`src/rtl/xs_pkg.sv`:
```
// Shared definitions for the xs serial family (xsr receiver, xst transmitter):
// state encoding, datapath widths and a small frame-length helper.
package xs_pkg;

  localparam int BRG_W  = 16;
  localparam int DAT_W  = 64;
  localparam int BITS_W = 6;

  typedef enum logic [1:0] {
    ST_IDLE  = 2'd0,
    ST_START = 2'd1,
    ST_DATA  = 2'd2
  } xs_state_t;

  // Index of the final bit of a frame; a length code of 0 means 64 bits,
  // which the 6-bit wrap of (0 - 1) turns into 63 for free.
  function automatic logic [BITS_W-1:0] last_index(input logic [BITS_W-1:0] bits);
    return bits - BITS_W'(1);
  endfunction

endpackage

```
`src/rtl/xs_sync.sv`:
```
// Two-flop synchronizer for the asynchronous serial line; resets to the idle
// (high) level so a reset never looks like a start edge.
module xs_sync (
  input  logic clk_i,
  input  logic reset_i,
  input  logic d,
  output logic q
);

  logic meta_q;

  always_ff @(posedge clk_i or posedge reset_i) begin
    if (reset_i) begin
      meta_q <= 1'b1;
      q      <= 1'b1;
    end else begin
      meta_q <= d;
      q      <= meta_q;
    end
  end

endmodule

```
`src/rtl/xsr.sv`:
```
// Serial receiver: detects a falling start edge, samples mid-bit with a reloadable
// bit timer and delivers each frame LSB-first on dat_o and bit-reversed on datr_o.
module xsr
  import xs_pkg::*;
(
  input  logic              clk_i,
  input  logic              reset_i,
  input  logic              rxd_i,
  input  logic [BITS_W-1:0] bits_i,
  input  logic [BRG_W-1:0]  rxbaud_i,
  input  logic              ack_i,
  output logic [DAT_W-1:0]  dat_o,
  output logic [DAT_W-1:0]  datr_o,
  output logic              valid_o,
  output logic              overrun_o,
  output logic              idle_o,
  output logic [BRG_W-1:0]  brg_o,
  output xs_state_t         state_o
);

  logic              rxd_s;
  logic              rxd_p;
  xs_state_t         state_q;
  xs_state_t         state_n;
  logic [BITS_W-1:0] bits_q;
  logic [BRG_W-1:0]  baud_q;
  logic [BRG_W-1:0]  brg_q;
  logic [BITS_W-1:0] cnt_q;
  logic [DAT_W-1:0]  work_q;
  logic [DAT_W-1:0]  workr_q;
  logic [DAT_W-1:0]  work_n;
  logic [DAT_W-1:0]  workr_n;

  logic start_edge;
  logic sample;
  logic wr_en;
  logic wr_bit;
  logic complete;

  xs_sync u_sync (
    .clk_i   (clk_i),
    .reset_i (reset_i),
    .d       (rxd_i),
    .q       (rxd_s)
  );

  always_ff @(posedge clk_i or posedge reset_i) begin
    if (reset_i) rxd_p <= 1'b1;
    else         rxd_p <= rxd_s;
  end

  assign start_edge = rxd_p & ~rxd_s;
  assign sample     = (state_q != ST_IDLE) && (brg_q == '0);

  always_comb begin
    state_n  = state_q;
    wr_en    = 1'b0;
    wr_bit   = 1'b0;
    complete = 1'b0;
    case (state_q)
      ST_IDLE: begin
        if (start_edge) state_n = ST_START;
      end
      ST_START: begin
        if (sample) begin
          if (rxd_s) begin
            state_n = ST_IDLE;
          end else begin
            wr_en = 1'b1;
            if (bits_q == BITS_W'(1)) complete = 1'b1;
            else                      state_n  = ST_DATA;
          end
        end
      end
      ST_DATA: begin
        if (sample) begin
          wr_en  = 1'b1;
          wr_bit = rxd_s;
          if (cnt_q == last_index(bits_q)) complete = 1'b1;
        end
      end
      default: state_n = ST_IDLE;
    endcase
    if (complete) state_n = ST_IDLE;
  end

  // The bit being sampled is merged here so completion can publish it directly.
  // For a 6-bit index, 63 - cnt is simply ~cnt.
  always_comb begin
    work_n  = work_q;
    workr_n = workr_q;
    if (wr_en) begin
      work_n[cnt_q]   = wr_bit;
      workr_n[~cnt_q] = wr_bit;
    end
  end

  always_ff @(posedge clk_i or posedge reset_i) begin
    if (reset_i) state_q <= ST_IDLE;
    else         state_q <= state_n;
  end

  always_ff @(posedge clk_i or posedge reset_i) begin
    if (reset_i) begin
      bits_q  <= '0;
      baud_q  <= '0;
      brg_q   <= '0;
      cnt_q   <= '0;
      work_q  <= '0;
      workr_q <= '0;
    end else if (state_q == ST_IDLE) begin
      if (start_edge) begin
        bits_q  <= bits_i;
        baud_q  <= rxbaud_i;
        brg_q   <= rxbaud_i >> 1;
        cnt_q   <= '0;
        work_q  <= '0;
        workr_q <= '0;
      end
    end else begin
      if (!sample)                 brg_q <= brg_q - BRG_W'(1);
      else if (state_n == ST_IDLE) brg_q <= '0;
      else                         brg_q <= baud_q;
      if (wr_en) begin
        work_q  <= work_n;
        workr_q <= workr_n;
        cnt_q   <= cnt_q + BITS_W'(1);
      end
    end
  end

  // A simultaneous ack is absorbed by the completing frame: valid stays high.
  always_ff @(posedge clk_i or posedge reset_i) begin
    if (reset_i) begin
      dat_o     <= '0;
      datr_o    <= '0;
      valid_o   <= 1'b0;
      overrun_o <= 1'b0;
    end else if (complete) begin
      dat_o   <= work_n;
      datr_o  <= workr_n;
      valid_o <= 1'b1;
      if (valid_o && !ack_i) overrun_o <= 1'b1;
    end else if (ack_i) begin
      valid_o <= 1'b0;
    end
  end

  assign idle_o  = (state_q == ST_IDLE);
  assign brg_o   = brg_q;
  assign state_o = state_q;

endmodule

```
`config.mk`:
```
export PLATFORM = sky130hd
export DESIGN_NAME = xsr
export DESIGN_NICKNAME = d
export VERILOG_FILES = /design/src/rtl/xs_pkg.sv /design/src/rtl/xs_sync.sv /design/src/rtl/xsr.sv
export SDC_FILE = /design/constraint.sdc
export NUM_CORES = 1
export LEC_CHECK = 0
export ABC_CLOCK_PERIOD_IN_PS = 31000
export CAP_MARGIN = 40
export CORE_MARGIN = 8
export CORE_UTILIZATION = 61
export DETAILED_ROUTE_END_ITERATION = 10
export GPL_ROUTABILITY_DRIVEN = 0
export PLACE_DENSITY = 0.86
export SLEW_MARGIN = 10
export SYNTH_ARGS = -nofsm -noshare
export SYNTH_HDL_FRONTEND = slang
export SYNTH_SLANG_ARGS = --single-unit
```
`constraint.sdc`:
```
create_clock -name clk_i -period 31 [get_ports clk_i]
set_clock_uncertainty 0.2 [all_clocks]
set_input_delay 4.65 -clock clk_i [delete_from_list [all_inputs] [get_ports clk_i]]
set_output_delay 4.65 -clock clk_i [all_outputs]
set_load 0.02 [all_outputs]
```
==> impl_summary.txt <==
----------------------------------------------------
[Outcome]
  Result of the run ... completed

[Global route]
  Initial antenna violation count ... 0
  First-pass GRT wire length ... 70,300 um
  Via count of the first global-routing pass ... 13,366
  Remaining global-route overflow ... 0
  Maximum number of pins on one net before global-route repair ... 88
  Overall global routing resource usage ... 29.9%

[Cells and area]
  Synthesis-to-finish area growth ... 21.4%
  Count of inserted antenna diode cells ... 0
  Post-route design area ... 17,800 um^2
  Most common cell after layout, fill and taps aside ... sky130_fd_sc_hd__nand2_1
  Commonest non-fill, non-tap cells in the layout ... sky130_fd_sc_hd__nand2_1, sky130_fd_sc_hd__dfrtp_1, sky130_fd_sc_hd__clkdlybuf4s50_1, sky130_fd_sc_hd__a21oi_1, sky130_fd_sc_hd__o21ai_0
  Number of cells in the finished layout apart from fillers ... 2,145
  Layout cells sized above 1 ... 8.71%
  Final Net Count ... 1,837

[Route]
  WL per Instance ... 20.7 um
  Number of DRC violations after detailed-routing iteration 0 ... 1,764
  Wire length reported by the detailed router ... 44,500 um
  Vias ... 13,632
  Antenna Nets Post-Route ... 0
  Via density ... 6.36
  Post-route DRC violation count ... 0
  Number of iterations in the first detailed-routing pass ... 8

[Power and ir drop]
  Pwr per Cell Area ... 61.1 nW/um^2
  Leak pwr ... 7.89 nW
  Maximum VDD drop ... 0.0587 mV

[Floorplan]
  Number of placement rows ... 56
  Boundary Pins ... 175
  Total die area ... 29,300 um^2
  Chip width ... 171 um
  Starting utilization of the core area ... 62.4%
  Placeable core area ... 23,500 um^2
  Floorplan die height ... 171 um

[Clocking]
  Sink count of the clock tree ... 307
  Source-to-sink clock delay at the later pin of the worst-skew pair ... 0.56 ns
  Setup Buffers After CTS ... 0
  CTS Root Buffer Type ... sky130_fd_sc_hd__clkbuf_16
  Cts hold-fix bufs ... 0
  Clock tree from TritonCTS ... yes
  CTS Buf Count ... 31
  Max Root-Sink Buffers ... 3
  Post-CTS resize count ... 0
  CTS clk-pin slew, worst paths ... 0.06 ns
  CTS H-Tree Depth ... 1

[Setup path]
  Kind of end point of the critical path ... output pin
  Slowest CP cell ... sky130_fd_sc_hd__clkdlybuf4s50_1
  Crit Path Category ... reg -> out
  Largest incremental delay on the critical path ... 0.76 ns
  Kind of cell adding the most delay to the critical path ... buffers and inverters
  Cells traversed along the worst timing path ... inv_1, ha_1, clkdlybuf4s50_1
  Register-to-Register Path Depth ... 9
  Logic depth of the worst path, buffers included ... 3
  Required arrival time at the worst endpoint ... 26.15 ns
  Critical path startpoint category ... flop
  CP arrival ... 2.47 ns
  Buf+Inv Stages, Crit Path ... 2
  Critical path peak fanout ... 19

[Yosys]
  Count of unique library cells instantiated by Yosys ... 62
  Portion of the post-synthesis area used by sequential elements ... 52.3%
  Share of flip-flops with an asynchronous set or reset after synthesis ... 100%
  Number of warning messages in the yosys log ... 0
  Mapped Nets ... 1,720
  Top_reg_cell synth ... sky130_fd_sc_hd__dfrtp_1
  Number of cells produced by synthesis ... 1,684
  Mapped cell area ... 14,700 um^2
  Register bit total from synthesis ... 307
  Average size of a mapped cell ... 8.72 um^2
  EDFF count, synth ... 0

[Placement]
  Post-DP HPWL ... 28,300 um
  Number of buffers added on ports ... 174
  Post-Place Cells ... 2,087
  Instance area at placement ... 16,700 um^2

[STA]
  Final setup viols ... 0
  Sum of negative setup slack ... 0 ns
  Worst hold slack ... 0.156 ns
  Setup repair after global routing missed its margin ... false
  Final hold viol count ... 0
  Crit path time final ... 7.32 ns
  Period utilization ... 23.6%
  Fin. max-slew vios ... 0
  Max Clk Rate ... 137 MHz
  Worst slew slack as a fraction of its limit ... 41.5%
  Slew at the pin closest to its max-slew limit ... 0.877 ns

[Flow run]
  Max-cap violation count ... 0

[Min path]
  Class of the most critical hold timing path ... reg -> reg
  Hold-critical path depth ... 0

----------------------------------------------------
-- per-stage QoR --
step                      total power [W]  util (%)  setup slack, ns
after floorplan                  0.000604         -            17.67
after global placement           0.000664      70.1            23.83
after detailed placement         0.000680      70.9            24.25
after CTS                         0.00109      75.8            23.68
after global routing              0.00113      75.8            23.55
final                             0.00109      75.8            23.68
-- layout make-up --
type,count,area [um^2]
inverters,9,41.3
flip-flops and latches,307,7690
multi-input cells,1242,6480
repair buffers,210,2090
well taps,319,399
clock buffers,43,931
fillers,1625,5700
clock inverters,15,206
-- state kept, by name, summed over array words and instances (netlist names) --
register       flops
bits_q             6
work_q            64
dat_o             64
rxd_p              1
overrun_o          1
u_sync.q           1
state_o            2
datr_o            64
baud_q            16
brg_o             16
workr_q           64
valid_o            1
u_sync.meta_q      1
cnt_q              6
-- logic make-up (layout without fill, tap and decap cells) --
kind of cell	Yosys count	in the layout	synth area share [%]
buffers and inverters	135	277	3.92
DFF	307	307	52.3
xor gates and xnor gates	10	10	0.596
adders and majority gates	10	10	0.852
AOI/OAI and AO/OA	444	444	16.6
and+or+nand+nor	778	778	25.7
-- cell usage after synthesis (2+ instances only) --
cell type	number	area share, %
sky130_fd_sc_hd__xor2_1	6	0.36
sky130_fd_sc_hd__nand2b_1	8	0.34
sky130_fd_sc_hd__buf_1	5	0.13
sky130_fd_sc_hd__and2_1	4	0.17
sky130_fd_sc_hd__a221oi_1	6	0.36
sky130_fd_sc_hd__nor3b_1	7	0.36
sky130_fd_sc_hd__a21o_1	35	1.8
sky130_fd_sc_hd__nand3b_1	4	0.20
sky130_fd_sc_hd__inv_1	8	0.20
sky130_fd_sc_hd__or4_1	5	0.26
sky130_fd_sc_hd__o31ai_1	5	0.26
sky130_fd_sc_hd__a211oi_1	2	0.10
sky130_fd_sc_hd__nor3_2	39	2.7
sky130_fd_sc_hd__o21ai_1	112	3.8
sky130_fd_sc_hd__buf_4	3	0.15
sky130_fd_sc_hd__nor2_1	23	0.59
sky130_fd_sc_hd__dfstp_2	3	0.54
sky130_fd_sc_hd__and4_1	2	0.12
sky130_fd_sc_hd__a21oi_1	143	4.9
sky130_fd_sc_hd__xnor2_1	4	0.24
sky130_fd_sc_hd__ha_1	10	0.85
sky130_fd_sc_hd__or4_4	3	0.23
sky130_fd_sc_hd__or3_1	4	0.17
sky130_fd_sc_hd__nor2b_1	3	0.13
sky130_fd_sc_hd__nand4_1	5	0.21
sky130_fd_sc_hd__o21ai_0	118	4.0
sky130_fd_sc_hd__or2_2	2	0.085
sky130_fd_sc_hd__nand2_1	462	12
sky130_fd_sc_hd__buf_6	4	0.31
sky130_fd_sc_hd__and3_1	7	0.30
sky130_fd_sc_hd__nor4_1	6	0.26
sky130_fd_sc_hd__clkbuf_1	92	2.4
sky130_fd_sc_hd__dfrtp_1	304	52
sky130_fd_sc_hd__nor3_1	101	3.4
sky130_fd_sc_hd__o2111ai_1	9	0.54
sky130_fd_sc_hd__o41ai_1	2	0.12
sky130_fd_sc_hd__nor4_2	2	0.17
sky130_fd_sc_hd__buf_2	22	0.75
sky130_fd_sc_hd__and3b_1	7	0.42
sky130_fd_sc_hd__nor4_4	5	0.72
sky130_fd_sc_hd__nand3_1	71	2.4
-- routing by layer --
layer | routed length [um] | share of wire, % | GRT usage (%) | up-vias
met2 | 20500 | 46 | 48.1 | 830
met3 | 4850 | 11 | 6.17 | 183
met5 | 0 | 0 | 0 | -
met1 | 16900 | 38 | 38.7 | 6555
met4 | 2160 | 4.9 | 14.0 | 0
li1 | - | - | - | 6064
-- report_power, final --
group	internal [W]	leakage [nW]	switching [W]
clock network	0.000250	0.569	0.000160
logic	0.0000775	3.10	0.000149
registers	0.000424	4.23	0.0000297
total	0.000752	7.89	0.000339
-- final timing paths --
| path | from | to | slack, ns |
|---|---|---|---|
| worst min register to register | u_sync.meta_q | u_sync.q | 0.16 |
| min in group asynchronous | reset_i | dat_o[54] | 4.31 |
| worst max-delay path | state_o[0] | idle_o | 23.68 |
| worst min-delay path | u_sync.meta_q | u_sync.q | 0.16 |
| worst max register to register | state_o[0] | datr_o[25] | 27.05 |
| max in group asynchronous | reset_i | dat_o[4] | 24.90 |
-- worst register-to-register path, delay by kind of cell (launching register included) --
kind / cells / cell delay [ns]
AND/OR/NAND/NOR: 4 / 1.80
buffers and inverters: 2 / 0.69
flip-flops: 1 / 0.43
AO/OA/AOI/OAI: 2 / 0.31
adder cells (fa/ha/maj): 1 / 0.44
Note: power is estimated with default switching activity, not from simulation.
